<file path="src/rtl/cmp_pkg.sv">
// Shared types for the compare pipeline: mode encoding, flag bundle and mode decode.
package cmp_pkg;

  localparam int CMP_MODE_W = 3;

  typedef enum logic [CMP_MODE_W-1:0] {
    CMP_EQ  = 3'd0,
    CMP_NE  = 3'd1,
    CMP_LT  = 3'd2,
    CMP_GE  = 3'd3,
    CMP_LTU = 3'd4,
    CMP_GEU = 3'd5
  } cmp_mode_e;

  typedef struct packed {
    logic eq;
    logic lt;
    logic ltu;
  } cmp_flags_t;

  // Encodings 6 and 7 are reserved; they select a false result and raise err.
  function automatic logic mode_reserved(input logic [CMP_MODE_W-1:0] mode);
    return (mode > CMP_GEU);
  endfunction

  function automatic logic mode_result(input logic [CMP_MODE_W-1:0] mode,
                                       input cmp_flags_t           flags);
    case (mode)
      CMP_EQ:  return flags.eq;
      CMP_NE:  return !flags.eq;
      CMP_LT:  return flags.lt;
      CMP_GE:  return !flags.lt;
      CMP_LTU: return flags.ltu;
      CMP_GEU: return !flags.ltu;
      default: return 1'b0;
    endcase
  endfunction

endpackage

</file>
<file path="src/rtl/cmp_core.sv">
// Combinational magnitude/equality comparator producing eq, signed lt and unsigned lt.
module cmp_core
  import cmp_pkg::*;
#(
  parameter int WIDTH = 32
) (
  input  logic [WIDTH-1:0] a,
  input  logic [WIDTH-1:0] b,
  output cmp_flags_t       flags
);

  always_comb begin
    flags     = '0;
    flags.eq  = (a == b);
    flags.ltu = (a < b);
    flags.lt  = ($signed(a) < $signed(b));
  end

endmodule

</file>
<file path="src/rtl/cmp_pipe.sv">
// Two-stage pipelined comparator with valid/ready handshake and a saturating hit counter.
module cmp_pipe
  import cmp_pkg::*;
#(
  parameter int WIDTH = 32,
  parameter int CNT_W = 16
) (
  input  logic                  clk,
  input  logic                  rst_n,
  input  logic                  in_valid,
  output logic                  in_ready,
  input  logic [WIDTH-1:0]      op_a,
  input  logic [WIDTH-1:0]      op_b,
  input  logic [CMP_MODE_W-1:0] mode,
  output logic                  out_valid,
  input  logic                  out_ready,
  output logic                  out_result,
  output logic                  out_eq,
  output logic                  out_lt,
  output logic                  out_ltu,
  output logic                  out_err,
  input  logic                  clr_count,
  output logic [CNT_W-1:0]      hit_count
);

  logic                  s1_valid;
  logic [WIDTH-1:0]      s1_a;
  logic [WIDTH-1:0]      s1_b;
  logic [CMP_MODE_W-1:0] s1_mode;

  logic       s1_adv;
  logic       s2_adv;
  cmp_flags_t s1_flags;
  logic       s1_result;
  logic       s1_err;
  logic       hit_fire;

  assign s2_adv   = !out_valid || out_ready;
  assign s1_adv   = !s1_valid || s2_adv;
  assign in_ready = s1_adv;

  cmp_core #(.WIDTH(WIDTH)) u_core (
    .a     (s1_a),
    .b     (s1_b),
    .flags (s1_flags)
  );

  always_comb begin
    s1_result = mode_result(s1_mode, s1_flags);
    s1_err    = mode_reserved(s1_mode);
  end

  // Operands are only sampled on an actual beat so idle inputs never propagate.
  always_ff @(posedge clk or negedge rst_n) begin
    if (!rst_n) begin
      s1_valid <= 1'b0;
      s1_a     <= '0;
      s1_b     <= '0;
      s1_mode  <= '0;
    end else if (s1_adv) begin
      s1_valid <= in_valid;
      if (in_valid) begin
        s1_a    <= op_a;
        s1_b    <= op_b;
        s1_mode <= mode;
      end
    end
  end

  // Result fields only load with a live S1 beat, so they retain their value when idle.
  always_ff @(posedge clk or negedge rst_n) begin
    if (!rst_n) begin
      out_valid  <= 1'b0;
      out_result <= 1'b0;
      out_eq     <= 1'b0;
      out_lt     <= 1'b0;
      out_ltu    <= 1'b0;
      out_err    <= 1'b0;
    end else if (s2_adv) begin
      out_valid <= s1_valid;
      if (s1_valid) begin
        out_result <= s1_result;
        out_eq     <= s1_flags.eq;
        out_lt     <= s1_flags.lt;
        out_ltu    <= s1_flags.ltu;
        out_err    <= s1_err;
      end
    end
  end

  assign hit_fire = out_valid && out_ready && out_result;

  always_ff @(posedge clk or negedge rst_n) begin
    if (!rst_n) begin
      hit_count <= '0;
    end else if (clr_count) begin
      hit_count <= '0;
    end else if (hit_fire && !(&hit_count)) begin
      hit_count <= hit_count + 1'b1;
    end
  end

endmodule

</file>
<file path="config.mk">
export PLATFORM = sky130hd
export DESIGN_NAME = cmp_pipe
export DESIGN_NICKNAME = d
export VERILOG_FILES = /design/src/rtl/cmp_pkg.sv /design/src/rtl/cmp_core.sv /design/src/rtl/cmp_pipe.sv
export SDC_FILE = /design/constraint.sdc
export NUM_CORES = 1
export LEC_CHECK = 0
export ABC_AREA = 0
export CAP_MARGIN = 30
export CORE_ASPECT_RATIO = 1.5
export CORE_MARGIN = 2
export CORE_UTILIZATION = 46
export DETAILED_ROUTE_END_ITERATION = 8
export PLACE_DENSITY_LB_ADDON = 0.15
export SETUP_SLACK_MARGIN = 0.5
export SLEW_MARGIN = 20
export SYNTH_ARGS = -nofsm -noshare
export SYNTH_HDL_FRONTEND = slang
export SYNTH_SLANG_ARGS = --single-unit
</file>
<file path="constraint.sdc">
create_clock -name clk -period 1.99 [get_ports clk]
set_input_delay 0.199 -clock clk [delete_from_list [all_inputs] [get_ports clk]]
set_output_delay 0.199 -clock clk [all_outputs]
set_load 0.01 [all_outputs]
</file>
==> results_dict.tcl <==
set metrics [dict create \
    status "finished, violations left" \
    violations "negative setup slack" \
    hold_viol_final 0 \
    yosys.area.top_type "dfrtp_1" \
    setup.worst_path.end_class "register" \
    use_met3_pct 4.58 \
    die_area_um2 10500 \
    start_util_pct 47.6 \
    critPathTopFamily "compound AO/OA/AOI/OAI gates" \
    ir_worst_vdd_mv 0.592 \
    drcViolationCount 0 \
    layoutNonFillerInstCount 639 \
    yosysTopAreaCellShare_pct 50.8 \
    tightest_slew_ns 0.642 \
    cap_violations 0 \
    grt_pass1_vias 3693 \
    crit_path_start "s1_a[15]" \
    gr-usage-met1_pct 22.8 \
    syn2layout_area_growth_pct 56.8 \
    p_comb_share_pct 28.9 \
    synthTopCellsByArea "dfrtp_1 51%, mux2_2 17%, ha_1 9.3%" \
    drt_iter0_drc 113 \
    place.detailed.hpwl_um 6830 \
    track_usage_pct 20.6 \
    synth_edf_count 0 \
    cts_tree "done" \
    yosysUniqueCellTypes 41 \
    power_switching_mw 1.59 \
    critPathKind "reg -> reg" \
    overflow 0 \
    start_kind "register" \
    routedWlPerCell_um 18.2 \
    slew_violations 0 \
    routed_wl_um 11600 \
    busiest_layer "met2" \
    dr.pass1.iters 4 \
    min_period_over_period_pct 106 \
    io_buffers 94 \
    clock_path_buffers 2 \
    rsz0062_at_grt "true" \
    rows 43 \
    met2_usage_pct 36.9 \
    path_max_fanout 3 \
    ys_seq_area_share_pct 50.8 \
    antenna_found_initial 0 \
    total_leakage_power_nw 3.32 \
    cts_root_buf "clkbuf_16" \
    fp.dieH_um 124 \
    drive_gt1_share_pct 37.0 \
    gp_congestion 0.806 \
    power.internal_mw 4.22 \
    finish.utilization_pct 74.7 \
    via_per_inst 5.31 \
    fp.dieW_um 84.1 \
    cts_max_level 3 \
    fin_skew_ns 0.00580 \
    path_cells "ha_4, nand4_1, buf_4, a2111o_1, o211ai_1, a21oi_2, mux2_4" \
    hold_path.class "in -> async" \
    critPathArrivalTime_ns 2.34 \
    synthTopCellsByCount "90 x dfrtp_1, 68 x mux2_2, 36 x inv_1, 33 x ha_1, 25 x nor2_1" \
    p_per_area_nw_per_um2 836 \
    rr_worst_depth 7 \
    core_area_um2 9310 \
    path_clk_slew_ns 0.06 \
    slowest_delay_ns 0.43 \
    power_frac_clock_pct 32.2 \
    p_sw_share_pct 27.3 \
    r2r-start "s1_a[15]" \
    vias 3394 \
    synth_area_um2 4430 \
    antennaDiodeCount 0 \
    crit_slowest_cell "dfrtp_1" \
    n_fill_cell 634 \
    async_reset_ff_share_pct 100 \
    synthFlopType "dfrtp_1" \
    critPathRequiredTime_ns 2.22 \
    max_freq_mhz 474 \
    period_needed_ns 2.11 \
    place_inst 585 \
    cts_buffers 9 \
    relSlewSlack_pct 57.0 \
    ys_ff_latch 90 \
    layout.nets 627 \
    path_depth 7 \
    postRouteAntennaNets 0 \
    pin_count 95 \
    synth_nets 481 \
    clkLatencyLatePin_ns 0.34 \
    grt_pass1_wl_um 17100 \
    finalSetupViolCount 3 \
    cts.sinks 90 \
    ys_warn_count 0 \
    cp.buffers_inverters 1 \
    finalWorstSetupSlack_ns -0.120 \
    grt_max_degree 47 \
    yosysMostFrequentCell "dfrtp_1" \
    syn_area_per_cell_um2 11.8 \
    share_seq_of_total_power_pct 38.8 \
    synth_cells 376 \
]
## worst register-to-register path, cell delays in order (launching register included)
cell and delay, ns:
dfrtp_1 0.43, ha_4 0.30, nand4_1 0.14, buf_4 0.19, a2111o_1 0.35, o211ai_1 0.20
a21oi_2 0.12, mux2_4 0.27
## cell families after synthesis
logic type	Yosys count	synth area share (%)
xor gates and xnor gates	15	2.96
AOI/OAI and AO/OA	39	5.31
adders and majority gates	33	9.32
DFF	90	50.8
buffers and inverters	46	4.15
and+or+nand+nor	84	9.94
muxes	69	17.5
## per-layer routing
metal | vias to the layer above | part of all wire (%)
met5 | - | 0
met4 | 0 | 2.5
met3 | 22 | 4.0
met2 | 87 | 54
met1 | 1686 | 40
li1 | 1599 | -
## repair_timing
action	4_1_cts	5_1_grt
pin swaps	40	23
hold buffers	1	0
resized for setup	62	92
setup buffers	23	8
setup endpoints to repair	35	89
hold endpoints to repair	43	0
gates cloned	0	6
## path summary, 6_finish.rpt
path	endpoint	slack [ns]
max	out_ltu	-0.12
min	s1_a[4]	0.43
max reg2reg	out_ltu	-0.12
min reg2reg	out_err	0.48
max in group asynchronous	hit_count[6]	0.92
min in group clk	s1_b[16]	0.47
## registers in the layout, summed over array words and instances (netlist names), 3 cells and up
name / cells
hit_count: 16
s1_b: 32
s1_mode: 3
s1_a: 32
## cells in the final DEF (no fill, tap or decap), drive strengths merged, types with 12 or more instances in the layout
cell,n
xor2,12
dfrtp,90
inv,36
a21oi,15
dlygate4sd2,15
ha,33
buf,48
clkdlybuf4s50,74
nand2,20
nor2,25
mux2,68
clkbuf,15
## power by group through the flow
stage / Combinational [mW] / Sequential [mW] / Clock [mW]
after floorplan: 0.725 / 2.22 / 0
after global placement: 1.15 / 2.23 / 0
after detailed placement: 1.18 / 2.24 / 0
after CTS: 1.34 / 2.22 / 1.90
after global routing: 1.84 / 2.29 / 1.99
final: 1.68 / 2.26 / 1.87
## layout make-up
cell class	count	area, µm²	share of cell area [%]
repair buffers	145	1450	20.9
clock buffers	12	256	3.69
well taps	112	140	2.02
clock inverters	4	73.8	1.06
inverters	36	135	1.94
multi-input cells	240	2640	37.9
flip-flops and latches	90	2250	32.4
## per-stage QoR
| step | worst slack [ns] | area (µm²) | TNS (ns) | power [mW] | hold WS (ns) |
|---|---|---|---|---|---|
| CTS | -0.0104 | 6400 | -0.0104 | 5.46 | 0.436 |
| finish | -0.120 | 6950 | -0.282 | 5.81 | 0.425 |
| detailed placement | -0.0339 | 5650 | -0.0750 | 3.42 | 0.258 |
| floorplan | 0.121 | 4520 | 0 | 2.95 | -0.0966 |
| global route | -0.211 | 6950 | -0.589 | 6.11 | 0.470 |
| global placement | -0.0369 | 5650 | -0.0369 | 3.38 | 0.248 |
Note: power is estimated with default switching activity, not from simulation.
